<file path="config.mk">
export PLATFORM = sky130hd
export DESIGN_NAME = td4_core_gen
export DESIGN_NICKNAME = d
export VERILOG_FILES = /design/src/rtl/td4_core_gen.sv
export SDC_FILE = /design/constraint.sdc
export NUM_CORES = 1
export LEC_CHECK = 0
export ABC_AREA = 1
export CORE_UTILIZATION = 37
export CTS_BUF_LIST = sky130_fd_sc_hd__clkbuf_8 sky130_fd_sc_hd__clkbuf_16
export DETAILED_ROUTE_END_ITERATION = 8
export GPL_ROUTABILITY_DRIVEN = 0
export MAX_ROUTING_LAYER = met4
export PLACE_DENSITY_LB_ADDON = 0.25
export SYNTH_ARGS = -nofsm -noshare
export SYNTH_HDL_FRONTEND = slang
export SYNTH_SLANG_ARGS = --single-unit
</file>
<file path="constraint.sdc">
create_clock -name clk -period 2.67 [get_ports clk]
set_clock_uncertainty 0.1 [all_clocks]
set_input_delay 0.534 -clock clk [delete_from_list [all_inputs] [get_ports clk]]
set_output_delay 0.534 -clock clk [all_outputs]
set_load 0.01 [all_outputs]
</file>
<file path="src/rtl/td4_core_gen.sv">
// td4_core_gen: parametrised TD4 ISA core with run/single-step control; optional HLT opcode when TD4_HALT_EN is defined.
// Latency: one instruction per executing clk edge; every output is registered and shows the result one cycle later.
// Backpressure: none; execution is gated by run_i or a step_i rising edge and simply holds state when neither is present.
module td4_core_gen #(
  parameter int DATA_W = 4,
  parameter int PC_W   = 4
) (
  input  logic              clk,
  input  logic              rst_n,
  input  logic              run_i,
  input  logic              step_i,
  input  logic [DATA_W+3:0] instr_i,
  input  logic [DATA_W-1:0] in_i,
  output logic [PC_W-1:0]   pc_o,
  output logic [DATA_W-1:0] out_o,
  output logic [DATA_W-1:0] rega_o,
  output logic [DATA_W-1:0] regb_o,
  output logic              carry_o,
  output logic              halted_o
);

  localparam logic [3:0] OP_ADD_A = 4'b0000;
  localparam logic [3:0] OP_MOV_AB = 4'b0001;
  localparam logic [3:0] OP_IN_A  = 4'b0010;
  localparam logic [3:0] OP_MOV_A = 4'b0011;
  localparam logic [3:0] OP_MOV_BA = 4'b0100;
  localparam logic [3:0] OP_ADD_B = 4'b0101;
  localparam logic [3:0] OP_IN_B  = 4'b0110;
  localparam logic [3:0] OP_MOV_B = 4'b0111;
`ifdef TD4_HALT_EN
  localparam logic [3:0] OP_HLT   = 4'b1000;
`endif
  localparam logic [3:0] OP_OUT_B = 4'b1001;
  localparam logic [3:0] OP_OUT_I = 4'b1011;
  localparam logic [3:0] OP_JNC   = 4'b1110;
  localparam logic [3:0] OP_JMP   = 4'b1111;

  logic [DATA_W-1:0] imm;
  logic [3:0]        op;
  assign {imm, op} = instr_i;

  // Architectural state
  logic [PC_W-1:0]   pc_q, pc_n;
  logic [DATA_W-1:0] a_q, a_n;
  logic [DATA_W-1:0] b_q, b_n;
  logic [DATA_W-1:0] out_q, out_n;
  logic              c_q, c_n;
  logic              step_q;
  logic              step_rise;
  logic              halted;
  logic              exec;

  assign step_rise = step_i & ~step_q;
  // A simultaneous run and step rise still executes a single instruction.
  assign exec      = (run_i | step_rise) & ~halted;

  // Jump target: imm truncated or zero-extended to the PC width.
  logic [PC_W-1:0] tgt;
  generate
    if (PC_W > DATA_W) begin : g_tgt_ext
      assign tgt = {{(PC_W-DATA_W){1'b0}}, imm};
    end else begin : g_tgt_trunc
      assign tgt = imm[PC_W-1:0];
    end
  endgenerate

  // Adder source operand selected by opcode; MOV/OUT-immediate forms add to zero.
  logic [DATA_W-1:0] src;
  always_comb begin
    src = '0;
    case (op)
      OP_ADD_A, OP_MOV_BA:           src = a_q;
      OP_ADD_B, OP_MOV_AB, OP_OUT_B: src = b_q;
      OP_IN_A, OP_IN_B:              src = in_i;
      default:                       src = '0;
    endcase
  end

  logic [DATA_W:0] sum;
  assign sum = {1'b0, src} + {1'b0, imm};

`ifdef TD4_HALT_EN
  logic hlt_op;
`endif

  // Next-state decode for one executed instruction.
  always_comb begin
    a_n   = a_q;
    b_n   = b_q;
    out_n = out_q;
    c_n   = c_q;
    pc_n  = pc_q + PC_W'(1);
`ifdef TD4_HALT_EN
    hlt_op = 1'b0;
`endif
    case (op)
      OP_ADD_A, OP_MOV_A, OP_MOV_AB, OP_IN_A: begin
        a_n = sum[DATA_W-1:0];
        c_n = sum[DATA_W];
      end
      OP_ADD_B, OP_MOV_B, OP_MOV_BA, OP_IN_B: begin
        b_n = sum[DATA_W-1:0];
        c_n = sum[DATA_W];
      end
      OP_OUT_B, OP_OUT_I: begin
        out_n = sum[DATA_W-1:0];
        c_n   = sum[DATA_W];
      end
      OP_JMP: begin
        pc_n = tgt;
        c_n  = 1'b0;
      end
      OP_JNC: begin
        // Tests the carry held before this edge.
        if (!c_q) pc_n = tgt;
        c_n = 1'b0;
      end
`ifdef TD4_HALT_EN
      OP_HLT: begin
        // PC stays on the HLT so the halt location remains visible.
        pc_n   = pc_q;
        hlt_op = 1'b1;
      end
`endif
      default: ;
    endcase
  end

  // Step edge detector tracks step_i every clock, halted or not.
  always_ff @(posedge clk or negedge rst_n) begin
    if (!rst_n) step_q <= 1'b0;
    else        step_q <= step_i;
  end

  // Architectural registers update only on executing edges.
  always_ff @(posedge clk or negedge rst_n) begin
    if (!rst_n) begin
      pc_q  <= '0;
      a_q   <= '0;
      b_q   <= '0;
      out_q <= '0;
      c_q   <= 1'b0;
    end else if (exec) begin
      pc_q  <= pc_n;
      a_q   <= a_n;
      b_q   <= b_n;
      out_q <= out_n;
      c_q   <= c_n;
    end
  end

`ifdef TD4_HALT_EN
  logic halted_q;
  // Halt is sticky; only reset releases it.
  always_ff @(posedge clk or negedge rst_n) begin
    if (!rst_n)               halted_q <= 1'b0;
    else if (exec && hlt_op)  halted_q <= 1'b1;
  end
  assign halted = halted_q;
`else
  assign halted = 1'b0;
`endif

  assign pc_o     = pc_q;
  assign out_o    = out_q;
  assign rega_o   = a_q;
  assign regb_o   = b_q;
  assign carry_o  = c_q;
  assign halted_o = halted;

endmodule
</file>
# Word level (Yosys, flattened, before mapping)
# Index checks and enable logic that the tools add are counted.
word_totals:
  out_inout_bits: 18
  ff_bits: 18
  in_bits: 16
classes:
  mux: 4
  eq_ne: 11
  reduce_logical: 14
  n_bitwise: 3
  addsub: 2
op_table:
  columns: ["op", "count"]
  rows:
  - ["== test 4 x 3 -> 1 bit, second input constant", 4]
  - ["== test 4 bit, second input constant", 4]
  - ["one-hot mux 4 bit (3 select lines)", 1]
  - ["OR reduction 10 bit", 1]
  - ["== test 4 x 2 -> 1 bit, second input constant", 2]
  - ["one-hot mux 4 bit (2 select lines)", 1]
  - ["AND reduction 2 bit", 4]
  - ["OR reduction 2 bit", 4]
  - ["OR reduction 4 bit", 2]
  - ["adder 4 x 4 -> 5 bit", 1]
  - ["adder 4 x 1 -> 4 bit, second input constant", 1]
  - ["== test 4 x 1 -> 1 bit, second input constant", 1]
  - ["zero test 4 bit", 1]
  - ["two-way mux 4 bit", 1]
  - ["OR reduction 3 bit", 1]
  - ["one-hot mux 1 bit (2 select lines)", 1]
  - ["nonzero test 2 bit", 1]
  - ["AND 1 bit", 1]
  - ["NOT 1 bit", 1]
  - ["OR 1 bit", 1]

# Depth between registers and ports, before layout
# Gate-level depths: netlist (run 1).
logic_depth:
  word_depth: 5
  depth_mapped: 13
  depth_no_buf: 13

# Least setup slack after synthesis (run 1)
# No wires, ideal clock.
synth_path:
  path_type: "input to register"
  from: "in instr_i[0]"
  to: "reg c_q (netlist: carry_o)"
  arrival_ns: 1.913
  required_time_ns: 2.487
  setup_slack_ns: 0.575
  setup_time_ns: 0.083
  stages: 10
  cell_sequence: "nor3_1 nand2_1 nand3_1 ha_1 inv_1 fa_1 nand3b_1 nand2_1 nand4_1 o21ai_0"
synth_via:
  elab_chain_len: 5
synth_rtl:
  columns: ["element", "line", "rtl"]
  rows:
  - ["start, declared", "12", "input logic [DATA_W+3:0] instr_i,"]
  - ["== test 4 bit (tied with other cells)", "71, 96", null]
  - ["OR reduction 3 bit or OR reduction 2 bit (tied branches)", "71", "case (op)"]
  - ["one-hot mux 4 bit (3 select lines)", "71", null]
  - ["adder 4 x 4 -> 5 bit", "80", "assign sum = {1'b0, src} + {1'b0, imm};"]
  - ["one-hot mux 1 bit (2 select lines)", "96", "case (op)"]
  - ["end signal, assigned", "148", "c_q <= c_n;"]
  - ["end, declared", "47", "logic c_q, c_n;"]
# Parallel ways exist; a longest one is shown, timed or not.
# A chain may end at the register's enable or synchronous reset.

# Worst setup path after layout (run 1)
layout_path:
  from: "in instr_i[1]"
  to: "reg c_q (netlist: carry_o)"
# The elaborated chain is that of the path after synthesis.

==> results.json, run 1 <==
{
  "start_util": 0.3959,
  "fin_util": 0.5767,
  "final_layout_size_suffix_gt1_frac": 0.1117,
  "drt.antenna.violating_nets": 0,
  "detailed_place_hpwl_mm": 2.251,
  "cp_slowest_cell": "clkdlybuf4s50_1",
  "overflow": 0,
  "synthTopCellsByCount": "47 x nand2_1, 25 x inv_1, 18 x dfrtp_1",
  "drc": 0,
  "multi_input_area_um2": 573.1,
  "worst-path-buf-inv": 4,
  "wire_per_inst_um": 12.93,
  "cts_tree": "yes",
  "core-area_um2": 2781,
  "root_buffer": "clkbuf_8",
  "grt_max_degree": 19,
  "seq_area_frac_synth": 0.4091,
  "fmax_mhz": 395.5,
  "fp.dieW_um": 56.55,
  "nets": 220,
  "outcome": "completed",
  "design.die.area_um2": 3198,
  "max-cap-violations": 0,
  "antenna_found_initial": 0,
  "min_period_over_period": 0.9470,
  "cts_made_buffers": 3,
  "clock_path_buffers": 2,
  "ys.flop_type": "dfrtp_1",
  "timing.rr.start": "rega_o[0]$_DFFE_PN0P_",
  "cp_max_fo": 3,
  "cellPowerDensity_nw_per_um2": 673.9,
  "setup_violations": 0,
  "hold_end": "out_o[0]$_DFFE_PN0P_",
  "hold-worst-slack_ns": 0.3927,
  "clk_latency_ns": 0.26,
  "cp_slowest_stage_delay_ns": 0.46,
  "crit_family": "buffers and inverters",
  "regToRegSetupSlack_ns": 0.83,
  "synth_top_cell_area_share": 0.4091,
  "dr.pass1.iters": 4,
  "worst_r2r_path_depth": 9,
  "power.total_uw": 1081,
  "clk_pin_slew_ns": 0.08,
  "worst_ir_drop_vdd_v": 0.0005328,
  "dr.first_iter.drc_count": 29,
  "worst_r2r_endpoint": "carry_o$_DFFE_PN0P_",
  "io_pins": 34,
  "gr-usage-all-layers": 0.2065,
  "hold_depth": 2,
  "synth_edf_count": 0,
  "yosysMostFrequentCell": "nand2_1",
  "via_count": 1129,
  "finalCriticalPeriod_ns": 2.529,
  "ys_ff_latch": 18,
  "setup_slack_ns": 0.1414,
  "fin_setup_tns_ns": 0,
  "crit_arrival_ns": 2.61,
  "io_buffer_count": 32,
  "synth_cell_types": 21,
  "final-hold-violation-count": 0,
  "regArea_um2": 450.4,
  "rsz0062_at_grt": "false",
  "yosys-top-cells-area": "dfrtp_1 41%, nand2_1 16%, inv_1 8.5%",
  "ys_async_sr_fraction": 1.000,
  "crit_required_ns": 2.75,
  "syn_inst": 153,
  "hold_buffers": 0,
  "filler_cell_count": 269,
  "crit_path_start_kind": "input pin",
  "critical_path_class": "input pin to register",
  "min_from": "out_o[0]$_DFFE_PN0P_",
  "leakagePower_uw": 0.0008167,
  "area_growth_pct": 45.68,
  "ys_warn_count": 0,
  "die_h_um": 56.55,
  "yosysTopAreaCell": "dfrtp_1",
  "setup.worst_path.end_class": "register",
  "grt_pass1_vias": 1143,
  "syn-cell-area_um2": 1101,
  "holdCritPathClass": "register to register",
  "grt_pass1_wl_mm": 4.988,
  "finalWirelength_mm": 2.948,
  "path_cells": "clkdlybuf4s50_1 > inv_2 > nand3_1 > inv_1 > nand2_1 > nand3_1 > ha_1 > inv_1 > fa_1 > nand3b_1 > nand2_1 > nand4_1 > o21ai_0",
  "htree_levels": 1,
  "maxSlewViolCount": 0,
  "syn_avg_cell_area_um2": 7.196,
  "diodes": 0,
  "vias_per_cell": 4.952,
  "cts.sinks": 18,
  "place_ws_ns": -0.1864,
  "syn-num-nets": 175,
  "rows": 19
}
routing by layer:
metal,track usage,vias to the layer above,part of all wire
met2,0.3479,37,0.51
li1,-,569,-
met4,0.04530,0,0.013
met5,-,-,0
met1,0.2529,519,0.43
met3,0.04608,4,0.048
kinds of logic (layout without fill, tap and decap cells):
family                     Yosys count  after routing  synth area share
AOI/OAI and AO/OA                   18             18           0.08977
buffers and inverters               26             70           0.09205
DFF                                 18             18            0.4091
other                                1              1          0.003406
and+or+nand+nor                     83             83            0.3227
xor gates and xnor gates             1              1          0.007956
adders and majority gates            6              6           0.07500
timing repair:
| item | in CTS | in global routing |
|---|---|---|
| buffers inserted | 0 | 0 |
| resized for setup | 0 | 7 |
| setup endpoints to repair | 0 | 4 |
cell type report:
type                    count  area share
clock buffers               4     0.03432
repair buffers             41      0.2449
multi-input cells         109      0.3573
well taps                  31     0.02418
flip-flops and latches     18      0.2808
inverters                  25     0.05850
power breakdown:
group | total, uW | internal, uW | leakage (uW) | switching (uW)
clock | 231 | 131 | 0.0000288 | 100
sequential | 414 | 347 | 0.000221 | 67.3
combinational | 435 | 232 | 0.000567 | 203
worst max path at each step:
stage          startpoint               endpoint  slack (ns)  depth (start not counted)
2_1_floorplan  instr_i[0]    carry_o$_DFFE_PN0P_        0.57                         10
3_3_place_gp   instr_i[3]  regb_o[2]$_DFFE_PN0P_        -0.1                         10
3_5_place_dp   instr_i[3]  regb_o[2]$_DFFE_PN0P_       -0.19                         10
6_report       instr_i[1]    carry_o$_DFFE_PN0P_        0.14                         13
5_1_grt        instr_i[1]    carry_o$_DFFE_PN0P_        0.02                         13
4_1_cts        instr_i[3]  regb_o[2]$_DFFE_PN0P_        0.05                         10
state kept, by name (all words and copies together) (netlist names):
| name | cells |
|---|---|
| carry_o | 1 |
| out_o | 4 |
| pc_o | 4 |
| rega_o | 4 |
| regb_o | 4 |
| step_q | 1 |
cells in the final DEF (no fill, tap or decap), types with 2 or more instances in the layout:
cell type | netlist | layout
inv_1 | 25 | 24
ha_1 | 5 | 5
nand2_1 | 47 | 47
buf_4 | 1 | 9
clkbuf_8 | 0 | 4
clkdlybuf4s50_1 | 0 | 30
dfrtp_1 | 18 | 18
nor2_1 | 13 | 13
nor2_2 | 2 | 2
nand4_1 | 3 | 3
a21oi_1 | 3 | 3
nand3_1 | 13 | 13
o21ai_1 | 2 | 2
o211ai_1 | 2 | 2
o21ai_0 | 10 | 10
dlymetal6s2s_1 | 0 | 2
per-stage QoR:
stage | instances | area (um^2)
2_1_floorplan | 153 | 1101
3_3_place_gp | 224 | 1520
3_5_place_dp | 224 | 1520
4_1_cts | 228 | 1575
5_1_grt | 228 | 1604
6_report | 228 | 1604
worst min-delay path, cell delays in order, from the launching register on:
cell,delay (ns)
dfrtp_1,0.35
nand2_1,0.05
o21ai_1,0.06
No activity file was read; power rests on OpenSTA's default activity.
==> run 2: changes to the inputs <==
--- a/config.mk
+++ b/config.mk
@@ -10,6 +10,7 @@
 export CTS_BUF_LIST = sky130_fd_sc_hd__clkbuf_8 sky130_fd_sc_hd__clkbuf_16
 export DETAILED_ROUTE_END_ITERATION = 8
 export GPL_ROUTABILITY_DRIVEN = 0
+export GPL_TIMING_DRIVEN = 0
 export MAX_ROUTING_LAYER = met4
 export PLACE_DENSITY_LB_ADDON = 0.25
 export SYNTH_ARGS = -nofsm -noshare
==> run 2 against run 1 <==
  * Setup slack improved by 0.026 ns
  * Global-route usage shrank 1.6 points
  * Maximum frequency rose by 1.0%
  * Critical endpoint unchanged
  * Largest cell class unchanged
  * Highest routed layer unchanged
==> results.json, run 2 (synthesis results as in run 1) <==
{
  "outcome": "completed",
  "htree_levels": 1,
  "grt_pass1_wl_mm": 4.505,
  "clock_path_buffers": 2,
  "root_buffer": "clkbuf_8",
  "cellPowerDensity_nw_per_um2": 687.9,
  "drt.antenna.violating_nets": 0,
  "dr.first_iter.drc_count": 26,
  "core-area_um2": 2781,
  "leakagePower_uw": 0.0007783,
  "max-cap-violations": 0,
  "holdCritPathClass": "register to register",
  "place_ws_ns": -0.3334,
  "detailed_place_hpwl_mm": 2.085,
  "fmax_mhz": 399.6,
  "crit_top_cell": "nand2_1",
  "regArea_um2": 450.4,
  "area_growth_pct": 40.23,
  "drc": 0,
  "io_buffer_count": 32,
  "cp_slowest_stage_delay_ns": 0.49,
  "worst_pin_slew_ns": 0.8545,
  "filler_cell_count": 284,
  "clk_latency_ns": 0.26,
  "cts.sinks": 18,
  "grt_pass1_vias": 1038,
  "worst-path-buf-inv": 3,
  "gr-usage-all-layers": 0.1908,
  "cp_slowest_cell": "clkdlybuf4s50_1",
  "crit_required_ns": 2.74,
  "wire_per_inst_um": 12.30,
  "slew-limit-headroom": 0.4286,
  "multi_input_area_um2": 573.1,
  "design.die.area_um2": 3198,
  "fp.dieW_um": 56.55,
  "finalCriticalPeriod_ns": 2.502,
  "final_layout_size_suffix_gt1_frac": 0.07407,
  "cp_max_fo": 5,
  "finalWirelength_mm": 2.707,
  "crit_arrival_ns": 2.58,
  "nets": 212,
  "antenna_found_initial": 0,
  "fin_cells": 220,
  "hold_buffers": 0,
  "setup_slack_ns": 0.1675,
  "cts_made_buffers": 3,
  "final-hold-violation-count": 0,
  "grt_max_degree": 19,
  "rows": 19,
  "path_cells": "clkdlybuf4s50_1 > nand2_1 > nand3_1 > inv_1 > nand2_1 > nand3_1 > ha_1 > inv_1 > fa_1 > nand3b_1 > nand2_1 > nand4_1 > o21ai_0",
  "io_pins": 34,
  "clk_pin_slew_ns": 0.07,
  "vias_per_cell": 4.891,
  "die_h_um": 56.55,
  "start_util": 0.3959,
  "rsz0062_at_grt": "false",
  "worst_ir_drop_vdd_v": 0.0007163,
  "crit_family": "buffers and inverters",
  "setup.worst_path.end_class": "register",
  "layout_common_cells": "47 x nand2_1, 30 x clkdlybuf4s50_1, 24 x inv_1",
  "maxSlewViolCount": 0,
  "overflow": 0,
  "diodes": 0,
  "placed_cells": 216,
  "crit_path_start_kind": "input pin",
  "cts_tree": "yes",
  "via_count": 1076,
  "dr.pass1.iters": 4,
  "min_period_over_period": 0.9373,
  "final_common_cell": "nand2_1",
  "setup_violations": 0,
  "critical_path_class": "input pin to register"
}
## run 2: worst register-to-register path: stages (launching register included)
cell	delay (ns)
dfrtp_1	0.38
nand2_1	0.07
nand3_1	0.09
ha_1	0.16
inv_1	0.05
fa_1	0.41
nand3b_1	0.18
nand2_1	0.08
nand4_1	0.07
o21ai_0	0.10
## run 2: worst paths after layout
check / start / endpoint / slack, ns / cells after the start
worst min register to register: out_o[2]$_DFFE_PN0P_ / out_o[2]$_DFFE_PN0P_ / 0.38 / 2
min in group asynchronous: rst_n / carry_o$_DFFE_PN0P_ / 0.66 / 1
worst max-delay path: instr_i[2] / carry_o$_DFFE_PN0P_ / 0.17 / 13
worst min-delay path: out_o[2]$_DFFE_PN0P_ / out_o[2]$_DFFE_PN0P_ / 0.38 / 2
worst max register to register: rega_o[0]$_DFFE_PN0P_ / carry_o$_DFFE_PN0P_ / 0.89 / 9
max in group asynchronous: rst_n / rega_o[1]$_DFFE_PN0P_ / 1.28 / 1
## run 2: layout make-up
class,instances,area share
timing repair buffer,32,0.2107
clock buffer,4,0.03566
tap,31,0.02512
sequential,18,0.2917
inverter,25,0.06078
buffer,1,0.004862
multi-input combinational,109,0.3712
## run 2: stage by stage
stage	total power (uW)	util	TNS, ns	hold slack, ns	instance area (um^2)
floorplan	607.8	-	0	0.1384	1101
global placement	823.2	0.5250	-1.887	0.3607	1460
detailed placement	835.6	0.5250	-1.935	0.3631	1460
CTS	1069	0.5466	0	0.3836	1520
global route	1143	0.5551	0	0.4013	1544
finish	1062	0.5551	0	0.3827	1544
## run 2: power breakdown
group	total [uW]	switching [uW]	internal, uW
registers	411	64.0	347
logic	424	199	225
clock network	227	95.3	131
total	1060	358	704
## run 2: timing repair
item | CTS | global route
endpoints found under the setup margin | 4 | 4
setup buffers | 0 | 0
gates resized for setup | 1 | 6
## run 2: layer usage
metal | part of all wire | global-route usage
met1 | 0.44 | 0.2157
met4 | 0.015 | 0.06272
met5 | 0 | -
met3 | 0.042 | 0.04608
met2 | 0.50 | 0.3294
